--- config.mk ---
export PLATFORM = sky130hd
export DESIGN_NAME = qs_egress
export DESIGN_NICKNAME = d
export VERILOG_FILES = /design/src/rtl/qs_pkg.sv /design/src/rtl/qs_egress_fifo.sv /design/src/rtl/qs_egress.sv
export SDC_FILE = /design/constraint.sdc
export NUM_CORES = 1
export LEC_CHECK = 0
export ABC_AREA = 0
export CORE_MARGIN = 5
export CORE_UTILIZATION = 35
export DETAILED_ROUTE_END_ITERATION = 10
export GPL_TIMING_DRIVEN = 1
export PLACE_DENSITY = 0.46
export SYNTH_ARGS = -nofsm -noshare
export SYNTH_HDL_FRONTEND = slang
export SYNTH_SLANG_ARGS = --single-unit
--- constraint.sdc ---
create_clock -name clk -period 5.5 [get_ports clk]
set_input_delay 0.825 -clock clk [delete_from_list [all_inputs] [get_ports clk]]
set_output_delay 0.825 -clock clk [all_outputs]
set_load 0.01 [all_outputs]
--- src/rtl/qs_pkg.sv ---
// Shared types for the qs egress path: datum, FIFO entry, status flags, framing state.
package qs_pkg;

  localparam int unsigned W_BITS = 32;

  typedef logic [W_BITS-1:0] w_t;

  typedef struct packed {
    logic sop;
    logic eop;
    w_t   dat;
  } egr_t;

  typedef struct packed {
    logic sorted;
    logic frm_err;
    logic qs_err;
  } sts_flags_t;

  typedef enum logic {
    ST_IDLE = 1'b0,
    ST_PKT  = 1'b1
  } frm_state_t;

endpackage

--- src/rtl/qs_egress_fifo.sv ---
// Synchronous FIFO whose head is held in registers, so a write into an empty FIFO
// is visible on the head one cycle later and one pop per cycle is sustained.
module qs_egress_fifo #(
  parameter int unsigned DW    = 34,
  parameter int unsigned DEPTH = 16
) (
  input  logic          clk,
  input  logic          rst_n,
  input  logic          wr_en,
  input  logic [DW-1:0] wr_data,
  input  logic          rd_en,
  output logic          full_c,
  output logic          head_vld_r,
  output logic [DW-1:0] head_r
);

  localparam int unsigned AW = $clog2(DEPTH);

  logic [DW-1:0] mem [DEPTH];
  logic [AW:0]   wr_ptr, rd_ptr, wr_ptr_nx, rd_ptr_nx;
  logic          empty_c, rd_go_c, wr_go_c;
  logic [DW-1:0] head_nx_c;

  // A pop frees its slot in the same cycle, so a full FIFO still accepts a write then.
  always_comb begin
    full_c    = (wr_ptr[AW] != rd_ptr[AW]) && (wr_ptr[AW-1:0] == rd_ptr[AW-1:0]);
    empty_c   = (wr_ptr == rd_ptr);
    rd_go_c   = rd_en & ~empty_c;
    wr_go_c   = wr_en & (~full_c | rd_go_c);
    rd_ptr_nx = rd_ptr + {{AW{1'b0}}, rd_go_c};
    wr_ptr_nx = wr_ptr + {{AW{1'b0}}, wr_go_c};
    head_nx_c = (rd_ptr_nx == wr_ptr) ? wr_data : mem[rd_ptr_nx[AW-1:0]];
  end

  always_ff @(posedge clk) begin
    if (wr_go_c) mem[wr_ptr[AW-1:0]] <= wr_data;
  end

  always_ff @(posedge clk or negedge rst_n) begin
    if (!rst_n) begin
      wr_ptr     <= '0;
      rd_ptr     <= '0;
      head_vld_r <= 1'b0;
      head_r     <= '0;
    end else begin
      wr_ptr     <= wr_ptr_nx;
      rd_ptr     <= rd_ptr_nx;
      head_vld_r <= (wr_ptr_nx != rd_ptr_nx);
      head_r     <= head_nx_c;
    end
  end

endmodule

--- src/rtl/qs_egress.sv ---
// Egress stage for the qs sorter: buffers sorted beats, checks packet framing and
// ordering, and reports one status strobe per closed packet.
module qs_egress
  import qs_pkg::*;
#(
  parameter int unsigned W     = 32,
  parameter int unsigned DEPTH = 16,
  parameter int unsigned LEN_W = 8
) (
  input  logic             clk,
  input  logic             rst_n,
  input  logic             in_vld,
  input  logic             in_sop,
  input  logic             in_eop,
  input  logic             in_err,
  input  logic [W-1:0]     in_dat,
  output logic             out_vld_r,
  output logic             out_sop_r,
  output logic             out_eop_r,
  output logic [W-1:0]     out_dat_r,
  input  logic             out_rdy,
  output logic             sts_vld_r,
  output logic             sts_sorted_r,
  output logic             sts_frm_err_r,
  output logic             sts_qs_err_r,
  output logic [LEN_W-1:0] sts_len_r,
  output logic             ovf_r
);

  localparam int unsigned EW = $bits(egr_t);

  egr_t             wr_ent, head;
  logic             head_vld, full_c, pop_c;
  frm_state_t       state;
  sts_flags_t       acc, nxt_c, old_c, pend, sts_r;
  logic [LEN_W-1:0] acc_len, nxt_len_c, pend_len;
  logic [W-1:0]     prev;
  logic             pend_vld, start_c, close_c, eop_c, drop_c;

  assign wr_ent = '{sop: in_sop, eop: in_eop, dat: w_t'(in_dat)};
  assign pop_c  = out_vld_r & out_rdy;

  qs_egress_fifo #(.DW(EW), .DEPTH(DEPTH)) u_fifo (
    .clk        (clk),
    .rst_n      (rst_n),
    .wr_en      (in_vld),
    .wr_data    (wr_ent),
    .rd_en      (pop_c),
    .full_c     (full_c),
    .head_vld_r (head_vld),
    .head_r     (head)
  );

  assign out_vld_r     = head_vld;
  assign out_sop_r     = head.sop;
  assign out_eop_r     = head.eop;
  assign out_dat_r     = W'(head.dat);
  assign sts_sorted_r  = sts_r.sorted;
  assign sts_frm_err_r = sts_r.frm_err;
  assign sts_qs_err_r  = sts_r.qs_err;

  // Accumulators after this beat; a beat opening a packet restarts them from itself.
  always_comb begin
    start_c = in_sop | (state == ST_IDLE);
    close_c = in_vld & in_sop & (state == ST_PKT);
    eop_c   = in_vld & in_eop;
    drop_c  = in_vld & full_c & ~pop_c;
    old_c   = acc;
    old_c.frm_err = 1'b1;
    if (start_c) begin
      nxt_c.sorted  = 1'b1;
      nxt_c.frm_err = ((state == ST_IDLE) & ~in_sop) | drop_c;
      nxt_c.qs_err  = in_err;
      nxt_len_c     = LEN_W'(1);
    end else begin
      nxt_c.sorted  = acc.sorted & ~(in_dat < prev);
      nxt_c.frm_err = acc.frm_err | drop_c;
      nxt_c.qs_err  = acc.qs_err | in_err;
      nxt_len_c     = (&acc_len) ? acc_len : acc_len + LEN_W'(1);
    end
  end

  // A forced close plus eop on one beat yields two statuses; the second waits in pend.
  always_ff @(posedge clk or negedge rst_n) begin
    if (!rst_n) begin
      state     <= ST_IDLE;
      acc       <= '0;
      acc_len   <= '0;
      prev      <= '0;
      pend_vld  <= 1'b0;
      pend      <= '0;
      pend_len  <= '0;
      sts_vld_r <= 1'b0;
      sts_r     <= '0;
      sts_len_r <= '0;
      ovf_r     <= 1'b0;
    end else begin
      sts_vld_r <= 1'b0;
      pend_vld  <= 1'b0;
      if (drop_c) ovf_r <= 1'b1;
      if (in_vld) begin
        state   <= in_eop ? ST_IDLE : ST_PKT;
        acc     <= nxt_c;
        acc_len <= nxt_len_c;
        prev    <= in_dat;
      end
      if (pend_vld) begin
        sts_vld_r <= 1'b1;
        sts_r     <= pend;
        sts_len_r <= pend_len;
        pend_vld  <= eop_c;
        pend      <= nxt_c;
        pend_len  <= nxt_len_c;
      end else if (close_c) begin
        sts_vld_r <= 1'b1;
        sts_r     <= old_c;
        sts_len_r <= acc_len;
        pend_vld  <= eop_c;
        pend      <= nxt_c;
        pend_len  <= nxt_len_c;
      end else if (eop_c) begin
        sts_vld_r <= 1'b1;
        sts_r     <= nxt_c;
        sts_len_r <= nxt_len_c;
      end
    end
  end

endmodule
==> flow_summary.json, run 1 <==
{
  "outcome": "finished clean",
  "r2r_cells": 9,
  "pin_count": 87,
  "seq_area_um2": 19200,
  "post_drt_wl_per_cell_um": 25.0,
  "cts-root-buf": "clkbuf_16",
  "grt_pass1_vias": 14800,
  "worst-setup-path-type": "reg2reg",
  "synth_edf_count": 544,
  "tightest_slew_ns": 1.06,
  "syn_inst": 1504,
  "grt_remaining_overflow": 0,
  "multi_input_area_um2": 6920,
  "finalSetupTns_ns": 0,
  "io_buffers": 86,
  "async_reset_ff_frac": 0.173,
  "final_common_cell": "edfxtp_1",
  "synth_cell_types": 54,
  "setup.worst_path.start_class": "flop",
  "drc": 0,
  "htree_levels": 3,
  "cts_num_sinks": 658,
  "syn_avg_cell_area_um2": 17.6,
  "dr_wl_met3_um": 2910,
  "slew_violations": 0,
  "fillCellCount": 6670,
  "rr_endpoint": "u_fifo.head_r[21]",
  "routed_wl_um": 66700,
  "track_usage": 0.164,
  "rows": 100,
  "cts_resized": 0,
  "synth-main-ff-cell": "edfxtp_1",
  "top_layer": "met4",
  "clockBufferDepth": 3,
  "clkSlewWorstSetupHoldPaths_ns": 0.06,
  "syn_area_um2": 26400,
  "numCtsBuffers": 73,
  "critPathMaxFanout": 34,
  "cts_tree": "built",
  "worstSetupEndpoint": "u_fifo.head_r[21]",
  "wl_met1_um": 30800,
  "syn2layout_area_growth_pct": 17.4,
  "setup_viol": 0,
  "core_area_um2": 74700,
  "ys_seq_area_frac": 0.726,
  "maxSlewHeadroom": 0.292,
  "final_cell_mix": "edfxtp_1 (544), nand2_1 (213), mux4_2 (136), dfrtp_1 (114), clkdlybuf4s50_1 (84)",
  "grt_antenna_before_repair": 1,
  "cap_violations": 0,
  "vias": 13900,
  "critPathLaunch": "u_fifo.wr_ptr[3]",
  "rr_startpoint": "u_fifo.wr_ptr[3]",
  "total_leakage_power_nw": 10.8,
  "rsz0062_at_grt": "false",
  "wl_met2_um": 31900,
  "reg2reg_slack_ns": 1.14,
  "hp-class": "in2async",
  "die_area_um2": 81200,
  "ys_ff_latch": 658,
  "yosysWarnings": 0,
  "gp_congestion": 0.726,
  "critPathRequiredTime_ns": 5.97,
  "drtIter0Drc": 982,
  "start_util": 0.354,
  "ctsHoldBuffers": 0,
  "final_nets": 1715,
  "stdcell_area_um2": 31000,
  "peakVddDrop_mv": 0.451,
  "p_per_area_nw_per_um2": 569,
  "skew_ns": 0.0226,
  "vias_per_cell": 5.20,
  "grt_pass1_wl_um": 99500,
  "placed_cell_area_um2": 28700,
  "die_h_um": 285,
  "fin_ws_ns": 1.14,
  "finalCritPeriodShare": 0.793,
  "fin_crit_ns": 4.36,
  "fp.dieW_um": 285,
  "ant_nets": 0,
  "clock_latency_ns": 0.60,
  "cp-end-kind": "flop",
  "dp_hpwl_um": 36500,
  "final_hold_viol_count": 0,
  "place_ws_ns": 0.970,
  "post_cts_buffers": 0,
  "drive_gt1_frac": 0.211,
  "grt_max_degree": 93,
  "fmaxAchievable_mhz": 229,
  "synth_nets": 1579,
  "firstDrtPassIters": 7,
  "crit_arrival_ns": 4.84,
  "n_antenna_cell": 0
}
==> power breakdown <==
part           internal, W  switching (W)
clock network      0.00281        0.00194
logic              0.00314        0.00343
registers          0.00608       0.000264
total               0.0120        0.00563
==> final cells by class <==
cell class	instances	share of cell area
flip-flops and latches	658	0.618
well taps	969	0.0390
clock inverters	23	0.00649
clock buffers	111	0.0684
repair buffers	135	0.0407
inverters	37	0.00447
multi-input cells	735	0.223
==> state kept, by name, summed over array words and instances, names as in the netlist <==
register	count
sts_qs_err_r	1
sts_frm_err_r	1
acc_len	8
u_fifo.mem	544
sts_vld_r	1
prev	32
ovf_r	1
u_fifo.head_r	34
u_fifo.rd_ptr	5
state	1
sts_sorted_r	1
u_fifo.wr_ptr	5
pend_vld	1
sts_len_r	8
pend_len	8
u_fifo.head_vld_r	1
acc	3
pend	3
==> synthesized netlist by cell type (14+ instances only) <==
cell / n / area share
clkbuf_1: 46 / 0.0065
nor2_1: 34 / 0.0048
dfrtp_1: 114 / 0.11
mux2_4: 30 / 0.017
edfxtp_1: 544 / 0.62
a21oi_1: 30 / 0.0057
o21ai_0: 59 / 0.011
nand3_1: 14 / 0.0026
ha_1: 36 / 0.017
and3_1: 38 / 0.0090
nand2_1: 213 / 0.030
mux4_2: 136 / 0.12
inv_1: 35 / 0.0050
a31oi_1: 37 / 0.0088
==> through the flow <==
step | hold slack, ns | total power, W | util | instances
2_1_floorplan | 0.439 | 0.0110 | - | 1504
3_3_place_gp | 0.453 | 0.0131 | 0.385 | 2534
3_5_place_dp | 0.455 | 0.0132 | 0.385 | 2534
4_1_cts | 0.302 | 0.0180 | 0.416 | 2668
5_1_grt | 0.358 | 0.0187 | 0.416 | 2668
6_report | 0.320 | 0.0177 | 0.416 | 2668
==> metal layers <==
layer	GRT usage	vias to the layer above
met3	0.0257	79
met1	0.234	7355
met5	0	-
li1	-	6127
met4	0.0399	0
met2	0.267	303
==> critical path, cell delays in order (launching register included) <==
cell     delay, ns
dfrtp_1       0.55
xor2_1        0.25
nor4_2        0.62
a21oi_1       0.22
ha_4          0.22
nand3_1       0.16
xor2_4        0.52
xor2_1        0.28
nand3_4       0.79
mux2_4        0.60
==> how the worst min path moves through the flow <==
stage,from,endpoint,slack [ns],depth (start not counted)
floorplan,pend_len[6],pend_len[6],0.44,2
global placement,pend_len[5],pend_len[5],0.45,2
detailed placement,ovf_r,ovf_r,0.46,1
CTS,rst_n,sts_frm_err_r,0.30,1
global route,rst_n,prev[24],0.36,1
finish,rst_n,prev[24],0.32,1
==> logic make-up (layout without fill, tap and decap cells) <==
logic type | count (synthesis) | count (layout) | share of synthesized area
flops | 658 | 658 | 0.726
simple gates | 340 | 340 | 0.0570
mux | 177 | 177 | 0.137
compound gates | 157 | 157 | 0.0357
buf+inv | 111 | 306 | 0.0185
fa+ha+maj | 36 | 36 | 0.0170
xor+xnor | 25 | 25 | 0.00885
(Power assumes the default switching activity.)
==> inputs of run 2 (changes only) <==
==> constraint.sdc (replaced) <==
create_clock -name clk -period 4.05 [get_ports clk]
set_input_delay 0.6075 -clock clk [delete_from_list [all_inputs] [get_ports clk]]
set_output_delay 0.6075 -clock clk [all_outputs]
set_load 0.01 [all_outputs]
==> flow_summary.json, run 2 (synthesized netlist as in run 1, its figures left out) <==
{
  "rows": 100,
  "cap_violations": 0,
  "clkSlewWorstSetupHoldPaths_ns": 0.06,
  "die_h_um": 285,
  "n_antenna_cell": 0,
  "ant_nets": 0,
  "slew_violations": 0,
  "dp_cells": 2572,
  "power.total_w": 0.0244,
  "final_hold_viol_count": 0,
  "grt_pass1_wl_um": 102000,
  "io_buffers": 86,
  "start_util": 0.354,
  "cts_num_sinks": 658,
  "peakVddDrop_mv": 0.573,
  "fp.dieW_um": 285,
  "pin_count": 87,
  "critPathMaxFanout": 33,
  "dp_hpwl_um": 36700,
  "drive_gt1_frac": 0.233,
  "gp_congestion": 0.755,
  "final_common_cell": "edfxtp_1",
  "skew_ns": 0.0197,
  "switching_share": 0.319,
  "finalSetupTns_ns": 0,
  "die_area_um2": 81200,
  "fin_crit_ns": 3.51,
  "track_usage": 0.167,
  "grt_pass1_vias": 15000,
  "worst-setup-path-type": "reg2reg",
  "grt_antenna_before_repair": 0,
  "rsz0062_at_grt": "false",
  "grt_remaining_overflow": 0,
  "syn2layout_area_growth_pct": 19.6,
  "routed_wl_um": 67900,
  "tightest_slew_ns": 0.983,
  "core_area_um2": 74700,
  "final_nets": 1754,
  "finalCritPeriodShare": 0.866,
  "clock_latency_ns": 0.62,
  "total_leakage_power_nw": 11.1,
  "pwr-share-comb": 0.380,
  "pwr-share-seq": 0.351,
  "final_cell_mix": "edfxtp_1 (544), nand2_1 (213), mux4_2 (136), dfrtp_1 (114), clkdlybuf4s50_1 (84)",
  "setup.worst_path.start_class": "flop",
  "crit_arrival_ns": 3.99,
  "switching_power_w": 0.00779,
  "numCtsBuffers": 74,
  "post_drt_wl_per_cell_um": 25.0,
  "cts_tree": "built",
  "drc": 0,
  "pwr-share-clk": 0.270,
  "drtIter0Drc": 942,
  "critPathRequiredTime_ns": 4.54,
  "p_per_area_nw_per_um2": 772,
  "cts-root-buf": "clkbuf_16",
  "cp-end-kind": "flop",
  "maxSlewHeadroom": 0.344,
  "fmaxAchievable_mhz": 285,
  "internal-power_w": 0.0166,
  "firstDrtPassIters": 5,
  "cts_resized": 0,
  "post_cts_buffers": 0,
  "final_cells": 2709,
  "vias": 14100,
  "ctsHoldBuffers": 0,
  "htree_levels": 3,
  "fillCellCount": 6623,
  "largest_register_ffs": 544,
  "grt_max_degree": 85,
  "clockBufferDepth": 3,
  "vias_per_cell": 5.21,
  "hp-class": "in2async",
  "outcome": "finished clean",
  "setup_viol": 0
}
-- run 2: changes by cell type in the layout (fill, tap and decap cells not counted), sizes merged --
cell and change:
clkbuf -11, clkinvlp +3, inv +2, bufinv +1
buf +38, clkinv +8
-- run 2: path summary, 6_finish.rpt --
kind,start,to,slack (ns),cells past startpoint
max,u_fifo.wr_ptr[1],u_fifo.head_r[1],0.54,10
min,rst_n,prev[30],0.13,1
max reg2reg,u_fifo.wr_ptr[1],u_fifo.head_r[1],0.54,10
min reg2reg,ovf_r,ovf_r,0.47,1
max in group asynchronous,rst_n,u_fifo.head_r[20],3.11,2
min in group clk,in_vld,state,0.39,4
-- run 2: layer usage --
layer | vias to the layer above | track usage | routed length, µm
li1 | 6215 | - | -
met1 | 7530 | 0.239 | 31100
met2 | 278 | 0.272 | 32800
met3 | 82 | 0.0276 | 2750
met4 | 0 | 0.0360 | 1190
met5 | - | 0 | 0
-- run 2: cell type report --
class | instances | area [µm²] | share of cell area
clock buffer | 100 | 2060 | 0.0651
sequential | 658 | 19200 | 0.607
inverter | 37 | 139 | 0.00439
multi-input combinational | 735 | 6930 | 0.219
tap | 969 | 1210 | 0.0383
timing repair buffer | 173 | 1770 | 0.0560
clock inverter | 37 | 332 | 0.0105
-- run 2: power groups by stage --
stage | clock network, W | registers, W | logic [W]
after global placement | 0 | 0.00870 | 0.00953
after CTS | 0.00678 | 0.00858 | 0.00957
after detailed placement | 0 | 0.00872 | 0.00953
after global routing | 0.00705 | 0.00863 | 0.0101
final | 0.00659 | 0.00857 | 0.00928
after floorplan | 0 | 0.00871 | 0.00626
-- run 2: metrics by stage --
step	hold slack [ns]	area (µm²)	utilization	worst slack (ns)
finish	0.126	31600	0.424	0.542
global route	0.181	31600	0.424	0.318
CTS	0.148	31600	0.424	0.496
detailed placement	0.455	29200	0.391	0.507
global placement	0.455	29200	0.391	0.499
floorplan	0.312	26500	-	0.0489
-- run 2: worst max-delay path, cell delays in order, from the launching register on --
cell and delay, ns:
dfrtp_1 0.47, xor2_1 0.21, nor4_2 0.51, a21oi_1 0.20, ha_4 0.40, buf_12 0.30, xor2_1 0.20, nor3_2 0.08
nand3_4 0.08, buf_4 0.48, mux2_2 0.41
==> variant 1 (config.mk and constraints of run 1) <==
Register the outputs `sts_frm_err_r` and `sts_qs_err_r`, cleared by the reset; this adds one clock of latency there. The other outputs are not delayed to match.
--- a/src/rtl/qs_egress.sv
+++ b/src/rtl/qs_egress.sv
@@ -56,8 +56,15 @@
   assign out_eop_r     = head.eop;
   assign out_dat_r     = W'(head.dat);
   assign sts_sorted_r  = sts_r.sorted;
-  assign sts_frm_err_r = sts_r.frm_err;
-  assign sts_qs_err_r  = sts_r.qs_err;
+  always_ff @(posedge clk or negedge rst_n) begin
+    if (!rst_n) begin
+      sts_frm_err_r <= '0;
+      sts_qs_err_r  <= '0;
+    end else begin
+      sts_frm_err_r <= sts_r.frm_err;
+      sts_qs_err_r  <= sts_r.qs_err;
+    end
+  end
 
   // Accumulators after this beat; a beat opening a packet restarts them from itself.
   always_comb begin
Behaviour: not the same (a bounded check fails within 4 cycles, from zero or initial values and one cycle with rst_n low).
==> variant 1 against run 1 <==
Cell area rose by 0.75%; power is 0.88% higher; synthesized cell count up 0.13%; clock skew decreased by 0.0034 ns; synthesized area up 0.19%; core utilization up 0.24 points; via count fell by 0.48%; count of clock-buffer cells in the layout is 8 lower; routed wire length down 1.4%; clock power rose by 3%; worst hold slack improved by 0.043 ns; sequential cell count is 2 higher; setup slack better by 0.37 ns; critical endpoint is now u_fifo.head_r[10]$_DFF_PN0_; largest cell class unchanged.
==> variant 1: results (changes against run 1) <==
cts_resized: 0  # unchanged
wl_per_cell_um: 24.5  # -1.9%
synth_fp_nets: 1581  # +0.13%
portBuffers: 86  # unchanged
vdd_drop_max_mv: 0.515  # +14%
drt_iter0_drc: 1086  # +11%
num_vias: 13800  # -0.48%
hp-class: "in2async"
clkLatencyLatePin_ns: 0.62  # +0.02 ns
ys_top_cells_by_count: "edfxtp_1, nand2_1, mux4_2"
place_congestion: 0.725  # -0.19%
grt_max_degree: 88  # -5.4%
fin_worst_skew_ns: 0.0192  # -0.00345 ns
dpl.hpwl_mm: 37.2  # +1.9%
antenna_found_initial: 2  # +1
path_max_fanout: 21  # -38%
cp_slowest_cell: "nor4_2"
grtUsageTotal_pct: 16.2  # -0.22 points
cts_max_level: 3  # unchanged
nets: 1726  # +0.64%
synthTopCellsByArea: "edfxtp_1, mux4_2, dfrtp_1"
ys_seq_area_share_pct: 72.6  # about the same
worst_pin_slew_ns: 1.02  # -0.0408 ns
status: "completed"
max_stage_delay_ns: 0.59  # -0.20 ns
drtPass1Iterations: 5  # -2
cts_inserted_buffers: 75  # +2.7%
largest_reg_flops: 544  # unchanged
grt_pass1_vias: 14700  # -0.80%
nFillCells: 6719  # +0.73%
place_area_um2: 28900  # +0.44%
power.leakage_nw: 10.9  # +1.2%
async_flop_share_pct: 17.6  # +0.25 points
cts_setup_buffers: 0  # unchanged
pre_cts_ws_ns: 1.37  # +0.399 ns
synth_edf_count: 544  # unchanged
drive_above_1_share_pct: 22.1  # +0.99 points
grt_pass1_wl_mm: 98.4  # -1.1%
variant 1: final timing paths:
path	from	endpoint	slack [ns]	depth (start not counted)
hold reg to reg	sts_r[1]$_DFFE_PN0P_	sts_frm_err_r$_DFF_PN0_	0.39	0
setup reg to reg	u_fifo.wr_ptr[3]$_DFF_PN0_	u_fifo.head_r[10]$_DFF_PN0_	1.50	11
hold / removal	rst_n	prev[30]$_DFFE_PN0P_	0.36	1
max in group asynchronous	rst_n	u_fifo.head_r[10]$_DFF_PN0_	4.04	2
setup / recovery	u_fifo.wr_ptr[3]$_DFF_PN0_	u_fifo.head_r[10]$_DFF_PN0_	1.50	11
min in group clk	sts_r[1]$_DFFE_PN0P_	sts_frm_err_r$_DFF_PN0_	0.39	0
variant 1: cell type report:
type,instances,area share [%]
flip-flops and latches,660,61.5
well taps,969,3.88
multi-input cells,735,22.1
clock inverters,36,0.940
inverters,37,0.444
clock buffers,103,6.82
repair buffers,142,4.28
variant 1: worst max-delay path, delay by kind of cell (launching register included):
family / cells / cell delay [ns]
buf+inv: 2 / 0.82
fa+ha+maj: 2 / 0.37
flops: 1 / 0.53
compound gates: 1 / 0.21
simple gates: 2 / 1.01
mux: 1 / 0.32
xor+xnor: 3 / 0.60
variant 1: cells by family after synthesis:
| family | after synthesis | share of synthesized area (%) |
|---|---|---|
| buffers and inverters | 111 | 1.85 |
| xor gates and xnor gates | 25 | 0.883 |
| and+or+nand+nor | 340 | 5.69 |
| DFF | 660 | 72.6 |
| muxes | 177 | 13.7 |
| adders and majority gates | 36 | 1.70 |
| AOI/OAI and AO/OA | 157 | 3.56 |
variant 1: per-stage QoR:
step	hold WS, ns	utilization [%]	cells
after floorplan	0.349	-	1506
after global placement	0.384	38.6	2543
after detailed placement	0.371	38.6	2543
after CTS	0.372	41.8	2682
after global routing	0.414	41.8	2682
final	0.363	41.8	2682
variant 1: where the power goes:
group | internal, mW | switching, mW | leakage [nW]
Clock | 2.87 | 2.01 | 1.20
Combinational | 3.19 | 3.38 | 3.39
Sequential | 6.10 | 0.266 | 6.32
variant 1: per-layer routing:
layer / wire length [um] / track usage, % / vias up / part of all wire, %
met5: 0 / 0 / - / 0
li1: - / - / 6167 / -
met4: 1290 / 3.74 / 0 / 2.0
met3: 3240 / 3.60 / 86 / 4.9
met2: 31400 / 26.1 / 297 / 48
met1: 29900 / 22.6 / 7248 / 45
==> variant 2 (flow settings as in run 1) <==
Made on the original files. Set the parameter `LEN_W` to 16 (it was 8).
--- a/src/rtl/qs_egress.sv
+++ b/src/rtl/qs_egress.sv
@@ -5,7 +5,7 @@
 #(
   parameter int unsigned W     = 32,
   parameter int unsigned DEPTH = 16,
-  parameter int unsigned LEN_W = 8
+  parameter int unsigned LEN_W = 16
 ) (
   input  logic             clk,
   input  logic             rst_n,
Ports: changed (resized sts_len_r); port bits go from 87 to 95. The function was not compared with the original's and may differ.
==> variant 2 against run 1 <==
Setup slack gained 0.17 ns; non-clock buffer count is 10 higher; power is 3.0% higher; sequential cell count up 24; critical path depth rose by 1; cell area is 5.4% higher; synthesized area up 4.9%; routed wire length up 6.5%; core utilization is 0.071 points lower.
==> variant 2: results (changes against run 1) <==
status: "completed"
ys_types: 65  # +20%
synth_fp_nets: 1740  # +10%
drtPass1Iterations: 5  # -2
grtUsageTotal_pct: 16.6  # +0.21 points
grt_max_degree: 102  # +9.7%
largest_reg_flops: 544  # unchanged
synthTopCellsByArea: "edfxtp_1, dfrtp_1, mux4_2"
vdd_drop_max_mv: 0.542  # +20%
place_area_um2: 30100  # +4.8%
cp_slowest_cell: "ha_4"
grt_use_met1_pct: 23.3  # -0.088 points
nets: 1868  # +8.9%
async_flop_share_pct: 20.2  # +2.9 points
ys_seq_area_share_pct: 71.3  # -1.2 points
wl_per_cell_um: 24.4  # -2.3%
relSlewSlack_pct: 26.2  # -3.0 points
place_congestion: 0.804  # +11%
grt.met3_usage_pct: 2.58  # +0.0065 points
viasPerCell: 5.21  # +0.24%
ys_top_cells_by_count: "edfxtp_1, nand2_1, dfrtp_1"
grt_use_met2_pct: 27.3  # +0.56 points
drive_above_1_share_pct: 20.6  # -0.52 points
grt_pass1_wl_mm: 107  # +7.4%
portBuffers: 94  # +9.3%
syn_inst: 1665  # +11%
pre_cts_ws_ns: 1.15  # +0.181 ns
dpl.hpwl_mm: 38.2  # +4.8%
path_max_fanout: 39  # +15%
power.leakage_nw: 11.3  # +4.9%
drt_wl_total_mm: 71.0  # +6.5%
drt_iter0_drc: 1054  # +7.3%
max_stage_delay_ns: 0.70  # -0.09 ns
## variant 2: cell families (layout without fill, tap and decap cells)
kind of cell,count (synthesis),after routing,synth area share [%]
flip-flops,682,682,71.3
AND/OR/NAND/NOR,379,379,6.24
AO/OA/AOI/OAI,225,225,4.95
multiplexers,175,175,12.6
buffers and inverters,140,333,2.37
adder cells (fa/ha/maj),36,36,1.62
XOR/XNOR,28,28,0.911
other,0,1,0
## variant 2: power breakdown
group,switching [mW],total [mW],internal (mW)
sequential,0.284,6.58,6.29
clock,2.08,5.25,3.17
combinational,3.40,6.37,2.96
total,5.77,18.2,12.4
## variant 2: final timing paths
kind | start | end | slack, ns | cells after the start
min in group clk | pend_len[11]$_DFFE_PN0P_ | pend_len[11]$_DFFE_PN0P_ | 0.47 | 2
setup reg to reg | u_fifo.wr_ptr[1]$_DFF_PN0_ | u_fifo.head_r[9]$_DFF_PN0_ | 1.31 | 10
hold reg to reg | pend_len[11]$_DFFE_PN0P_ | pend_len[11]$_DFFE_PN0P_ | 0.47 | 2
max in group asynchronous | rst_n | sts_len_r[3]$_DFFE_PN0P_ | 4.18 | 2
setup / recovery | u_fifo.wr_ptr[1]$_DFF_PN0_ | u_fifo.head_r[9]$_DFF_PN0_ | 1.31 | 10
hold / removal | rst_n | u_fifo.head_r[31]$_DFF_PN0_ | 0.18 | 1
## variant 2: cell type report
cell class                 count  area (um^2)
fill                        7152        46100
antenna                        1         2.50
tap                         1050         1310
clock inverter                40          413
sequential                   682        19800
timing repair buffer         145         1370
clock buffer                 105         2220
inverter                      43          161
multi-input combinational    843         7460
## variant 2: routing by layer
layer	vias to the layer above	wire, um
li1	6752	-
met1	7979	32500
met2	319	34200
met3	101	2760
met4	2	1630
met5	-	13
